### config.mk
export PLATFORM = sky130hd
export DESIGN_NAME = rr_arbiter_8
export DESIGN_NICKNAME = d
export VERILOG_FILES = /design/src/rtl/rr_arb_pkg.sv /design/src/rtl/rr_arbiter_8_prio_enc8.sv /design/src/rtl/rr_arbiter_8.sv
export SDC_FILE = /design/constraint.sdc
export NUM_CORES = 1
export LEC_CHECK = 0
export ABC_AREA = 1
export ABC_CLOCK_PERIOD_IN_PS = 1800
export CELL_PAD_IN_SITES_DETAIL_PLACEMENT = 2
export CELL_PAD_IN_SITES_GLOBAL_PLACEMENT = 2
export CORE_MARGIN = 2
export CORE_UTILIZATION = 27
export DETAILED_ROUTE_END_ITERATION = 7
export PLACE_DENSITY_LB_ADDON = 0.1
export SETUP_SLACK_MARGIN = 0.5
export SYNTH_ARGS = -nofsm -noshare
export SYNTH_HDL_FRONTEND = slang
export SYNTH_SLANG_ARGS = --single-unit
### constraint.sdc
create_clock -name clk -period 1.8 [get_ports clk]
set_clock_uncertainty 0.15 [all_clocks]
set_input_delay 0.18 -clock clk [delete_from_list [all_inputs] [get_ports clk]]
set_output_delay 0.18 -clock clk [all_outputs]
set_load 0.05 [all_outputs]
### src/rtl/rr_arb_pkg.sv
// Shared definitions for the 8-requester round-robin arbiter.
package rr_arb_pkg;

    localparam int N_REQ = 8;
    localparam int ID_W  = 3;

    typedef enum logic {
        IDLE = 1'b0,
        BUSY = 1'b1
    } arb_state_t;

    // Turns a binary requester index into a one-hot grant vector.
    function automatic logic [N_REQ-1:0] one_hot(input logic [ID_W-1:0] id);
        logic [N_REQ-1:0] v;
        v     = '0;
        v[id] = 1'b1;
        return v;
    endfunction

endpackage

### src/rtl/rr_arbiter_8_prio_enc8.sv
// Combinational 8-to-3 priority encoder; the highest set bit wins.
module prio_enc8
    import rr_arb_pkg::*;
(
    input  logic [N_REQ-1:0] in_vec,
    output logic [ID_W-1:0]  id,
    output logic             valid
);

    // Ascending scan so the last (highest) set bit overwrites lower ones.
    always_comb begin
        id    = '0;
        valid = |in_vec;
        for (int i = 0; i < N_REQ; i++) begin
            if (in_vec[i]) begin
                id = ID_W'(i);
            end
        end
    end

endmodule

### src/rtl/rr_arbiter_8.sv
// Round-robin arbiter for 8 requesters with grant hold and hold-timeout.
module rr_arbiter_8
    import rr_arb_pkg::*;
#(
    parameter int MAX_HOLD = 16
) (
    input  logic             clk,
    input  logic             rst,
    input  logic [N_REQ-1:0] req,
    output logic [N_REQ-1:0] gnt,
    output logic [ID_W-1:0]  gnt_id,
    output logic             gnt_valid,
    output logic             timeout
);

    localparam int HC_RAW = $clog2(MAX_HOLD + 1);
    localparam int HC_W   = (HC_RAW < 1) ? 1 : HC_RAW;

    arb_state_t       state, state_n;
    logic [ID_W-1:0]  last_id, last_id_n;
    logic [HC_W-1:0]  hold_cnt, hold_cnt_n;
    logic [N_REQ-1:0] gnt_n;
    logic [ID_W-1:0]  gnt_id_n;
    logic             gnt_valid_n;
    logic             timeout_n;

    logic [N_REQ-1:0] cand;
    logic [N_REQ-1:0] mask;
    logic [N_REQ-1:0] masked;
    logic [ID_W-1:0]  m_id, u_id;
    logic             m_valid, u_valid;
    logic [ID_W-1:0]  winner;
    logic             win_valid;
    logic             owner_req;
    logic             hold_full;

    // Candidates exclude the current owner: in IDLE gnt is zero, on release the
    // owner bit is already low, and on timeout the owner must be skipped anyway.
    always_comb begin
        cand   = req & ~gnt;
        mask   = one_hot(last_id) - N_REQ'(1);
        masked = cand & mask;
    end

    prio_enc8 u_enc_masked (
        .in_vec (masked),
        .id     (m_id),
        .valid  (m_valid)
    );

    prio_enc8 u_enc_full (
        .in_vec (cand),
        .id     (u_id),
        .valid  (u_valid)
    );

    // Prefer requesters below the last owner, otherwise wrap to the top.
    always_comb begin
        winner    = m_valid ? m_id : u_id;
        win_valid = u_valid;
        owner_req = req[gnt_id];
        hold_full = (MAX_HOLD != 0) && (hold_cnt == HC_W'(MAX_HOLD));
    end

    // Next-state and next-output decisions for the grant FSM.
    always_comb begin
        state_n     = state;
        last_id_n   = last_id;
        hold_cnt_n  = hold_cnt;
        gnt_n       = gnt;
        gnt_id_n    = gnt_id;
        gnt_valid_n = gnt_valid;
        timeout_n   = 1'b0;

        case (state)
            IDLE: begin
                if (win_valid) begin
                    state_n     = BUSY;
                    gnt_n       = one_hot(winner);
                    gnt_id_n    = winner;
                    gnt_valid_n = 1'b1;
                    last_id_n   = winner;
                    hold_cnt_n  = HC_W'(1);
                end
            end
            BUSY: begin
                if (!owner_req) begin
                    if (win_valid) begin
                        gnt_n       = one_hot(winner);
                        gnt_id_n    = winner;
                        last_id_n   = winner;
                        hold_cnt_n  = HC_W'(1);
                    end else begin
                        state_n     = IDLE;
                        gnt_n       = '0;
                        gnt_valid_n = 1'b0;
                    end
                end else if (hold_full && win_valid) begin
                    gnt_n      = one_hot(winner);
                    gnt_id_n   = winner;
                    last_id_n  = winner;
                    hold_cnt_n = HC_W'(1);
                    timeout_n  = 1'b1;
                end else if (hold_cnt < HC_W'(MAX_HOLD)) begin
                    hold_cnt_n = hold_cnt + HC_W'(1);
                end
            end
            default: begin
                state_n     = IDLE;
                gnt_n       = '0;
                gnt_valid_n = 1'b0;
            end
        endcase
    end

    // State and registered outputs; reset drops any grant and rewinds the pointer.
    always_ff @(posedge clk) begin
        if (rst) begin
            state     <= IDLE;
            last_id   <= '0;
            hold_cnt  <= '0;
            gnt       <= '0;
            gnt_id    <= '0;
            gnt_valid <= 1'b0;
            timeout   <= 1'b0;
        end else begin
            state     <= state_n;
            last_id   <= last_id_n;
            hold_cnt  <= hold_cnt_n;
            gnt       <= gnt_n;
            gnt_id    <= gnt_id_n;
            gnt_valid <= gnt_valid_n;
            timeout   <= timeout_n;
        end
    end

endmodule

Word level (Yosys, flattened, before mapping)
Index checks and enable logic that the tools add are counted.
W data, S select, Z words.
{"block": "op_classes", "add_sub_neg": 2, "mul": 0, "div_mod_pow": 0, "magnitude_cmp": 6, "n_eq_ne": 6, "shift": 0, "n_mux": 46, "bitwise": 5, "reduce_logical": 8}
{"operator": "$mux W3", "count": 14}
{"operator": "$mux W8", "count": 4}
{"operator": "$mux W5", "count": 4}
{"operator": "$and A8 B8 Y8", "count": 2}
{"operator": "$pmux W8 S2", "count": 1}
{"operator": "$reduce_or A8 Y1", "count": 2}
{"operator": "$lt A3 B4 Y1 const B", "count": 3}
{"operator": "$pmux W3 S2", "count": 2}
{"operator": "$mux W1", "count": 11}
{"operator": "$pmux W5 S2", "count": 1}
{"operator": "$mux W2", "count": 4}
{"operator": "$not A8 Y8", "count": 1}
{"operator": "$sub A8 B1 Y8 const B", "count": 1}
{"operator": "$demux W1 S3", "count": 2}
{"operator": "$ge A3 B1 Y1 const B", "count": 2}
{"operator": "$ne A2 B2 Y1 const B", "count": 3}
{"operator": "$add A5 B1 Y5 const B", "count": 1}
{"operator": "$eq A5 B5 Y1 const B", "count": 1}
{"operator": "$lt A5 B5 Y1 const B", "count": 1}
{"operator": "$ne A4 B2 Y1 const B", "count": 1}
{"operator": "$pmux W1 S2", "count": 2}
{"operator": "$bmux W1 S3", "count": 1}
{"operator": "$logic_and A1 B1 Y1", "count": 3}
{"operator": "$ne A3 B2 Y1 const B", "count": 1}
{"operator": "4 further kinds", "count": 5}
{"block": "totals", "ff_bits": 22, "latch_bits": 0, "ramBits": 0, "romBits": 0, "in_bits": 10, "out_inout_bits": 13, "wordCells": 80, "mem_count": 0}

Depth between registers and ports, before layout
Gate-level depths: netlist (run 1).
{"block": "logic_depth", "word_depth": 21, "mapped_depth": 17, "depth_no_buf": 16}

Modules after synthesis
Synthesis (run 1) repeated with hierarchy kept, for this count alone.
{"block": "unflattened", "hier_cells": 289, "area_unflattened_um2": 1727.9}
{"mod": "rr_arbiter_8", "instances": 1, "cells_each": 249, "area_each_um2": 1572.8, "seq_area_each_um2": 440.4}
{"mod": "prio_enc8", "instances": 2, "cells_each": 20, "area_each_um2": 77.6, "seq_area_each_um2": 0.0}

Worst setup path after synthesis (run 1)
No wires, ideal clock.
{"block": "synth_timing", "kind": "flip-flop to flip-flop", "startpoint": "reg gnt_id[0]", "endpoint": "reg gnt[7]", "setup_time_ns": 0.130, "arrival_time_ns": 1.793, "required_ns": 1.520, "path_slack_ns": -0.273, "path_stages_with_launch": 14, "period_less_slack_ns": 2.073, "path_cell_list": "dfxtp_1 -> inv_2 -> nand2_1 -> o211ai_2 -> nand3_2 -> nand2_1 -> nor2_4 -> nand2_4 -> o21ai_4 -> inv_2 -> nand2_2 -> nor2_1 -> nor2_1 -> nor2_1"}
{"block": "synth_via", "elab_chain_cells": 4}
{"element": "from (decl)", "line_no": "rr_arbiter_8.sv:11", "text": "output logic [ID_W-1:0] gnt_id,"}
{"element": "from (signal assigned)", "line_no": "rr_arbiter_8.sv:131", "text": "gnt_id <= gnt_id_n;"}
{"element": "$bmux W1 S3 (*)", "line_no": "rr_arbiter_8.sv:61", "text": "owner_req = req[gnt_id];"}
{"element": "$mux W1 (implied by the code) (*)", "line_no": "rr_arbiter_8.sv:61"}
{"element": "$mux W8 / $ne A3 B2 Y1 (equally long branches)"}
{"element": "$pmux W8 S2 / $reduce_and A2 Y1 (equally long branches)"}
{"element": "to (signal assigned)", "line_no": "rr_arbiter_8.sv:130", "text": "gnt <= gnt_n;"}
{"element": "to (decl)", "line_no": "rr_arbiter_8.sv:10", "text": "output logic [N_REQ-1:0] gnt,"}
Every way passes the cells marked *; elsewhere a longest branch is shown, timed or not. The select of a mux whose other input is x is not followed.
A chain may end at the register's enable or synchronous reset.

Worst setup path in the final report (run 1)
{"block": "layout_timing", "startpoint": "reg last_id[1]", "endpoint": "reg gnt[6]"}
{"block": "layout_via", "elab_chain_cells": 21}
{"element": "from (decl)", "line_no": "rr_arbiter_8.sv:20", "text": "logic [ID_W-1:0] last_id, last_id_n;"}
{"element": "from (signal assigned)", "line_no": "rr_arbiter_8.sv:128", "text": "last_id <= last_id_n;"}
{"element": "$lt A3 B4 Y1 (implied by the code) / $ge A3 B1 Y1 (equally long branches)", "line_no": "rr_arb_pkg.sv:16", "text": "v[id] = 1'b1;"}
{"element": "$logic_and A1 B1 Y1 (implied by the code)", "line_no": "rr_arb_pkg.sv:16"}
{"element": "$mux W1 (implied by the code)", "line_no": "rr_arb_pkg.sv:16"}
{"element": "$demux W1 S3 (*)", "line_no": "rr_arb_pkg.sv:16"}
{"element": "$sub A8 B1 Y8 (*)", "line_no": "rr_arbiter_8.sv:41", "text": "mask = one_hot(last_id) - N_REQ'(1);"}
{"element": "$and A8 B8 Y8 (*)", "line_no": "rr_arbiter_8.sv:42", "text": "masked = cand & mask;"}
{"element": "$mux W1", "line_no": "rr_arbiter_8_prio_enc8.sv:15", "text": "if (in_vec[i]) begin"}
{"element": "$mux W2 (2 in a row)", "line_no": "rr_arbiter_8_prio_enc8.sv:15"}
{"element": "$mux W3 (4 in a row)", "line_no": "rr_arbiter_8_prio_enc8.sv:15"}
{"element": "$mux W3 (*)", "line_no": "rr_arbiter_8.sv:59", "text": "winner = m_valid ? m_id : u_id;"}
{"element": "$lt A3 B4 Y1 (implied by the code) / $ge A3 B1 Y1 (equally long branches)", "line_no": "rr_arb_pkg.sv:16"}
{"element": "$logic_and A1 B1 Y1 (implied by the code)", "line_no": "rr_arb_pkg.sv:16"}
{"element": "$mux W1 (implied by the code)", "line_no": "rr_arb_pkg.sv:16"}
{"element": "$demux W1 S3 (*)", "line_no": "rr_arb_pkg.sv:16"}
{"element": "$mux W8, on equally long branches", "line_no": "rr_arbiter_8.sv:88, rr_arbiter_8.sv:98"}
{"element": "$mux W8", "line_no": "rr_arbiter_8.sv:87", "text": "if (!owner_req) begin"}
{"element": "$pmux W8 S2 (*)", "line_no": "rr_arbiter_8.sv:75", "text": "case (state)"}
Marks and branches as above.

==> results of run 1 <==
==> power by group <==
group | total, mW | internal (mW) | switching (mW)
Sequential | 0.854 | 0.670 | 0.184
Clock | 0.440 | 0.242 | 0.198
Combinational | 3.77 | 1.53 | 2.24
==> tightest hold or removal path, stage by stage (launching register included) <==
cell,delay [ps]
dfxtp_2,350
nand2_1,70
a21oi_1,60
==> metrics by stage <==
stage | util, % | instance area [um2] | setup TNS, ps
after floorplan | - | 1720 | -601
after global placement | 41.2 | 2300 | -5680
after detailed placement | 41.2 | 2300 | -6250
after CTS | 45.1 | 2510 | -2250
after global routing | 48.2 | 2690 | -5310
final | 48.2 | 2690 | -3080
==> worst paths after layout <==
path	end	slack (ps)
hold / removal	gnt[0]	360
hold reg to reg	gnt[0]	360
setup reg to reg	gnt[6]	-250
setup / recovery	gnt[6]	-250
==> sequential cells by signal, indices dropped and copies added, names as in the netlist <==
signal	count
state	1
hold_cnt	5
gnt	8
gnt_valid	1
timeout	1
gnt_id	3
last_id	3
==> what timing repair did <==
action	4_1_cts	5_1_grt
resized for setup	31	36
pin swaps	24	27
buffers inserted	9	4
endpoints found under the hold margin	0	0
setup endpoints to repair	22	22
==> logic make-up (layout without fill, tap and decap cells) <==
group                    count (synthesis)  after routing  synth area share [%]
AO/OA/AOI/OAI                           36             36                  16.2
adder cells (fa/ha/maj)                  3              3                  2.39
AND/OR/NAND/NOR                        134            134                  43.8
flip-flops                              22             22                  28.1
buffers and inverters                   34            111                  9.57
==> layout by cell type (no fill, tap or decap), types with 2 or more instances in the layout <==
| master | count |
|---|---|
| dfxtp_1 | 8 |
| inv_6 | 3 |
| a21oi_1 | 10 |
| clkdlybuf4s50_1 | 8 |
| o21ai_1 | 3 |
| inv_4 | 2 |
| buf_4 | 59 |
| inv_2 | 14 |
| nand2_1 | 46 |
| nand3_2 | 7 |
| nor2_1 | 9 |
| nand3_4 | 7 |
| nor2_4 | 7 |
| o21ai_0 | 2 |
| clkbuf_8 | 3 |
| buf_8 | 2 |
| a21oi_2 | 12 |
| nand2_2 | 23 |
| buf_12 | 2 |
| nand3_1 | 6 |
| dfxtp_4 | 12 |
| o211ai_2 | 2 |
| inv_1 | 10 |
| a211oi_1 | 2 |
| nor2_2 | 6 |
| nand4_1 | 9 |
| nand2_4 | 9 |
| o21ai_2 | 2 |
| dfxtp_2 | 2 |
| ha_1 | 2 |
| buf_6 | 5 |
==> metal layers <==
| metal | global-route usage (%) | wire length, um | part of all wire (%) | vias to the layer above |
|---|---|---|---|---|
| li1 | - | - | - | 901 |
| met4 | 3.39 | 129 | 1.8 | 0 |
| met5 | 0 | 0 | 0 | - |
| met3 | 2.36 | 191 | 2.6 | 9 |
| met2 | 37.0 | 3760 | 51 | 35 |
| met1 | 28.4 | 3220 | 44 | 922 |
==> final cells by class <==
class,count,area [um2],area share [%]
Multi-Input combinational cell,173,1250,46.6
Clock buffer,4,66.3,2.47
Timing Repair Buffer,77,658,24.5
Inverter,30,134,4.98
Tap cell,72,90.1,3.35
Sequential cell,22,488,18.2
==> summary.txt, run 1 <==
Layout area overhead: 71.3%
Power per cell area: 1880 nW/um2
CP required: 1860 ps
Critical-path cell list: inv_6 -> nand3_4 -> ha_4 -> nand4_1 -> nand3_2 -> nand2_1 -> nand2_1 -> nand2_1 -> nand2_1 -> nand2_2 -> nand2_4 -> nor2_4 -> nand3_2 -> a21oi_2
CTS Sinks: 22
CP max-delay cell: dfxtp_4
Initial core utilization: 28.1%
Antenna Cells: 0
Htree depth: 1
Peak supply drop: 0.949 mV
Post-DP HPWL: 4740 um
Post-synth top cells: nand2_1, dfxtp_1, a21oi_1
Vias in the first global route: 2009
Final net count: 320
Critical Path Start Type: flip-flop
Critical Path AT: 2110 ps
Ratio of final minimum period to clock period: 114%
Seq/Total Area, Yosys: 28.1%
CTS Hold Bufs: 0
Fill count: 645
Post-Layout Cell Count: 378
Hold Path Depth: 2
Post-DRT Antenna Nets: 0
Status: finished with violations
Initial antenna violation count: 0
Leakage: 1.17 nW
Crit-path leading delay family: simple AND/OR/NAND/NOR gates
Buf+Inv Stages, Crit Path: 1
CTS Buf Count: 3
CTS root buf: clkbuf_8
Failing checks: setup timing
Synth cell types: 30
Residual DRC: 0
Worst Reg-to-Reg Cells: 14
Worst min path class: reg2reg
Post-Syn Nets: 242
Max Freq: 489 MHz
Final WS setup: -246 ps
CP Depth: 14
Final RePlAce weighted congestion: 0.796
Setup WS pre-CTS: -348 ps
Yosys top cell by area: dfxtp_1
Cell Count Post-Placement: 361
Syn Area/Cell: 6.85 um2
Core area: 5570 um2
Most frequent cell after synthesis: nand2_1
Final Max Slew Viols: 0
Number of flops mapped to enable cells by yosys: 0
Die X: 80.2 um
Fraction of layout cells with a size suffix above 1: 61.8%
Routed WL: 7300 um
Largest net degree at the start of global routing: 23
Clk slew on worst S/H paths: 90 ps
Top_reg_cell synth: dfxtp_1
RSZ-0062 raised after global routing: yes
# setup viols final: 19
Crit Path Max Fanout: 6
WHS: 361 ps
Worst Setup SP: last_id[1]
R2r startpoint: last_id[1]
Drt wl/cell: 19.3 um
Cell area after synthesis: 1570 um2
CTS tree: yes
Asr flop ratio synth: 0%
Design Power: 5.07 mW
GRT Residual Overflow: 0
Final hold vios: 0
Worst-margin pin slew: 381 ps
Slew headroom: 74.6%
Die height: 80.2 um
CP peak stage delay: 370 ps
First-pass GRT wire length: 10500 um
PortBufs: 22
Post-synth top area share: 28.1%
Total Die Area: 6440 um2
CTS max path bufs: 2
Vias post-DR: 1867
Yosys reg bits: 22
Syn. warnings: 0
Worst hold path startpoint: gnt[0]
Crit end category: flip-flop
GRT Overall Usage: 21.2%
Gate Count Post-Synth: 229
DR pass1 iterations: 4
CP Class: reg2reg
Post-layout min period: 2050 ps
DR iter-0 viols: 56
Most common cell on crit path: nand2_1
Max-cap viol count: 0
Top post-synthesis cells by area: dfxtp_1, nand2_1, a21oi_1
Row cnt: 27
I/O pin cnt: 23
DR vias/cell: 4.94
Worst-Skew Late Latency: 280 ps
(Power assumes the default switching activity.)
==> run 2, diff against run 1 <==
--- a/config.mk
+++ b/config.mk
@@ -5,12 +5,10 @@
 export SDC_FILE = /design/constraint.sdc
 export NUM_CORES = 1
 export LEC_CHECK = 0
-export ABC_AREA = 1
-export ABC_CLOCK_PERIOD_IN_PS = 1800
+export ABC_CLOCK_PERIOD_IN_PS = 2600
 export CELL_PAD_IN_SITES_DETAIL_PLACEMENT = 2
 export CELL_PAD_IN_SITES_GLOBAL_PLACEMENT = 2
-export CORE_MARGIN = 2
-export CORE_UTILIZATION = 27
+export CORE_UTILIZATION = 35
 export DETAILED_ROUTE_END_ITERATION = 7
 export PLACE_DENSITY_LB_ADDON = 0.1
 export SETUP_SLACK_MARGIN = 0.5
==> constraint.sdc (replaced) <==
create_clock -name clk -period 2.6 [get_ports clk]
set_clock_uncertainty 0.15 [all_clocks]
set_input_delay 0.26 -clock clk [delete_from_list [all_inputs] [get_ports clk]]
set_output_delay 0.26 -clock clk [all_outputs]
set_load 0.05 [all_outputs]
==> summary.txt, run 2 <==
Status: finished with violations
Failing checks: setup timing
Crit Path Max Fanout: 6 (unchanged)
Synth cell types: 64 (+110%)
First-pass GRT wire length: 10400 um (-0.39%)
Syn Area/Cell: 8.99 um2 (+31%)
Vias in the first global route: 1827 (-9.1%)
Post-Layout Cell Count: 266 (-30%)
Die X: 67.7 um (-16%)
Cell Count Post-Placement: 246 (-32%)
Asr flop ratio synth: 0% (unchanged)
Leakage: 0.865 nW (-26%)
CTS Hold Bufs: 0 (unchanged)
# setup viols final: 10 (-9)
CTS max path bufs: 2 (unchanged)
Layout area overhead: 53.4%
Worst-margin pin slew: 615 ps (+234 ps)
Worst-Skew Late Latency: 280 ps (about the same)
CP required: 2630 ps (+770 ps)
Max Freq: 362 MHz (-26%)
Ratio of final minimum period to clock period: 106% (-7.5 points)
DR vias/cell: 6.28 (+27%)
CP max-delay cell: or3b_4
Critical Path Start Type: flip-flop
Most frequent cell after synthesis: dfxtp_1
Max FFs per register: 8 (unchanged)
CP Class: reg2reg
Critical Path AT: 2790 ps (+680 ps)
CTS tree: yes
Final RePlAce weighted congestion: 0.868 (+9.1%)
Yosys reg bits: 22 (unchanged)
Post-layout min period: 2760 ps (+714 ps)
Gate Count Post-Synth: 168 (-27%)
WHS: 354 ps (-7.06 ps)
Max-cap viol count: 0 (unchanged)
Post-synth top cells: dfxtp_1, nand2_1, a21oi_1
Final net count: 230 (-28%)
Largest net degree at the start of global routing: 14 (-39%)
Post-synth top area share: 29.2% (+1.1 points)
CP peak stage delay: 420 ps (+50 ps)
CTS Buf Count: 3 (unchanged)
PortBufs: 22 (unchanged)
Slew headroom: 58.7% (-16 points)
Final hold vios: 0 (unchanged)
Vias post-DR: 1671 (-10%)
Htree depth: 1 (unchanged)
I/O pin cnt: 23 (unchanged)
Initial antenna violation count: 0 (unchanged)
Post-route cell area: 2320 um2 (-14%)
Fill count: 393 (-39%)
Seq/Total Area, Yosys: 29.2% (+1.1 points)
Peak supply drop: 0.834 mV (-12%)
DR pass1 iterations: 4 (unchanged)
Total Die Area: 4580 um2 (-29%)
DR iter-0 viols: 94 (+68%)
Worst min path class: reg2reg
GRT Overall Usage: 32.2% (+11 points)
Final WS setup: -160 ps (+86.0 ps)
Fraction of layout cells with a size suffix above 1: 39.4% (-22 points)
GRT Residual Overflow: 0 (unchanged)
Post-DP HPWL: 4100 um (-13%)
Critical-path cell list: or3_4 -> ha_4 -> or3b_4 -> nand3_2 -> nand2_1 -> a311o_1 -> a41o_4 -> o32ai_2
Top_reg_cell synth: dfxtp_1
Post-DRT Antenna Nets: 0 (unchanged)
Drt wl/cell: 29.8 um (+54%)
Register area: 453 um2 (-7.2%)
CTS root buf: clkbuf_8
Largest Register: gnt
Cell area after synthesis: 1510 um2 (-3.7%)
Most frequent cells in the layout: buf_4, nand2_1, dfxtp_1, clkdlybuf4s50_1, buf_6
Initial core utilization: 37.2% (+9.1 points)
Design Power: 3.36 mW (-34%)
Yosys top cell by area: dfxtp_1
RSZ-0062 raised after global routing: yes
Area of the multi-input gates: 1240 um2 (-0.70%)
Number of flops mapped to enable cells by yosys: 0 (unchanged)
Crit end category: flip-flop
Post-DP Area: 1890 um2 (-18%)
Most common cell after layout, fill and taps aside: buf_4
Largest regs: gnt x8, hold_cnt x5
Residual DRC: 0 (unchanged)
Row cnt: 23 (-15%)
Clk slew on worst S/H paths: 90 ps (about the same)
Core area: 4060 um2 (-27%)
Final Util: 57.1% (+8.9 points)
Power per cell area: 1450 nW/um2 (-23%)
Syn. warnings: 0 (unchanged)
Top post-synthesis cells by area: dfxtp_1, nand2_1, a21oi_1
Routed WL: 7920 um (+8.5%)
Final Max Slew Viols: 0 (unchanged)
Post-Syn Nets: 181 (-25%)
Die height: 67.7 um (-16%)
CTS Sinks: 22 (unchanged)
Antenna Cells: 0 (unchanged)
==> run 2: cell count changes after synthesis, moves of 4 or more <==
cell and delta:
nand2b_1 +6, nand3_1 -7, nor2_1 -9, nand2_2 -9
nand4_1 -6, inv_2 -11, nand3_2 -7, a21oi_2 -4
nand2_1 -50, a21oi_1 -7, o21a_1 +4, a32o_1 +4
inv_1 -11, nor2b_1 +6
==> run 2: logic make-up after synthesis <==
logic type                 Yosys count  share of synthesized area (%)
muxes                                5                           4.39
AOI/OAI and AO/OA                   53                           29.5
and+or+nand+nor                     71                           28.7
xor gates and xnor gates             2                           1.16
adders and majority gates            3                           2.49
DFF                                 22                           29.2
buffers and inverters               12                           4.56
==> run 2: where the power goes <==
group	internal [mW]	leakage [nW]	switching (mW)
clock	0.206	0.0357	0.126
sequential	0.446	0.184	0.147
combinational	1.03	0.645	1.40
total	1.68	0.865	1.68
==> run 2: critical path, delay by kind of cell (launching register included) <==
family | cells | cell delay, ps
adder cells (fa/ha/maj) | 1 | 220
flip-flops | 1 | 350
AND/OR/NAND/NOR | 4 | 990
AO/OA/AOI/OAI | 3 | 960
==> run 2: layout make-up <==
type                       count  area share (%)
clock buffer                   3            1.78
multi-input combinational    134            53.6
inverter                       5           0.810
clock inverter                 1            1.30
sequential                    22            19.5
tap                           50            2.70
timing repair buffer          51            20.2
==> run 2: per-stage QoR <==
stage	setup slack (ps)	TNS (ps)
after global placement	59.6	0
after detailed placement	-37.4	-73.3
final	-160	-1120
after floorplan	41.8	0
after CTS	-14.2	-14.2
after global routing	-224	-2000
==> run 2: path summary, 6_finish.rpt <==
| kind | startpoint | endpoint | slack (ps) | cells past startpoint |
|---|---|---|---|---|
| worst min register to register | gnt[4] | gnt[4] | 350 | 1 |
| worst max register to register | last_id[0] | gnt_id[0] | -160 | 8 |
| worst max-delay path | last_id[0] | gnt_id[0] | -160 | 8 |
| worst min-delay path | gnt[4] | gnt[4] | 350 | 1 |
==> run 2: what timing repair did <==
action | in CTS | in global routing
gates resized for setup | 34 | 22
endpoints found under the setup margin | 19 | 18
pin swaps | 14 | 19
setup buffers | 8 | 8
==> run 2: layer usage <==
layer	GRT usage, %	up-vias	wire length [um]
met5	0	-	0
met4	15.7	0	502
met3	3.72	36	381
met2	60.0	73	3870
met1	35.4	829	3160
li1	-	733	-
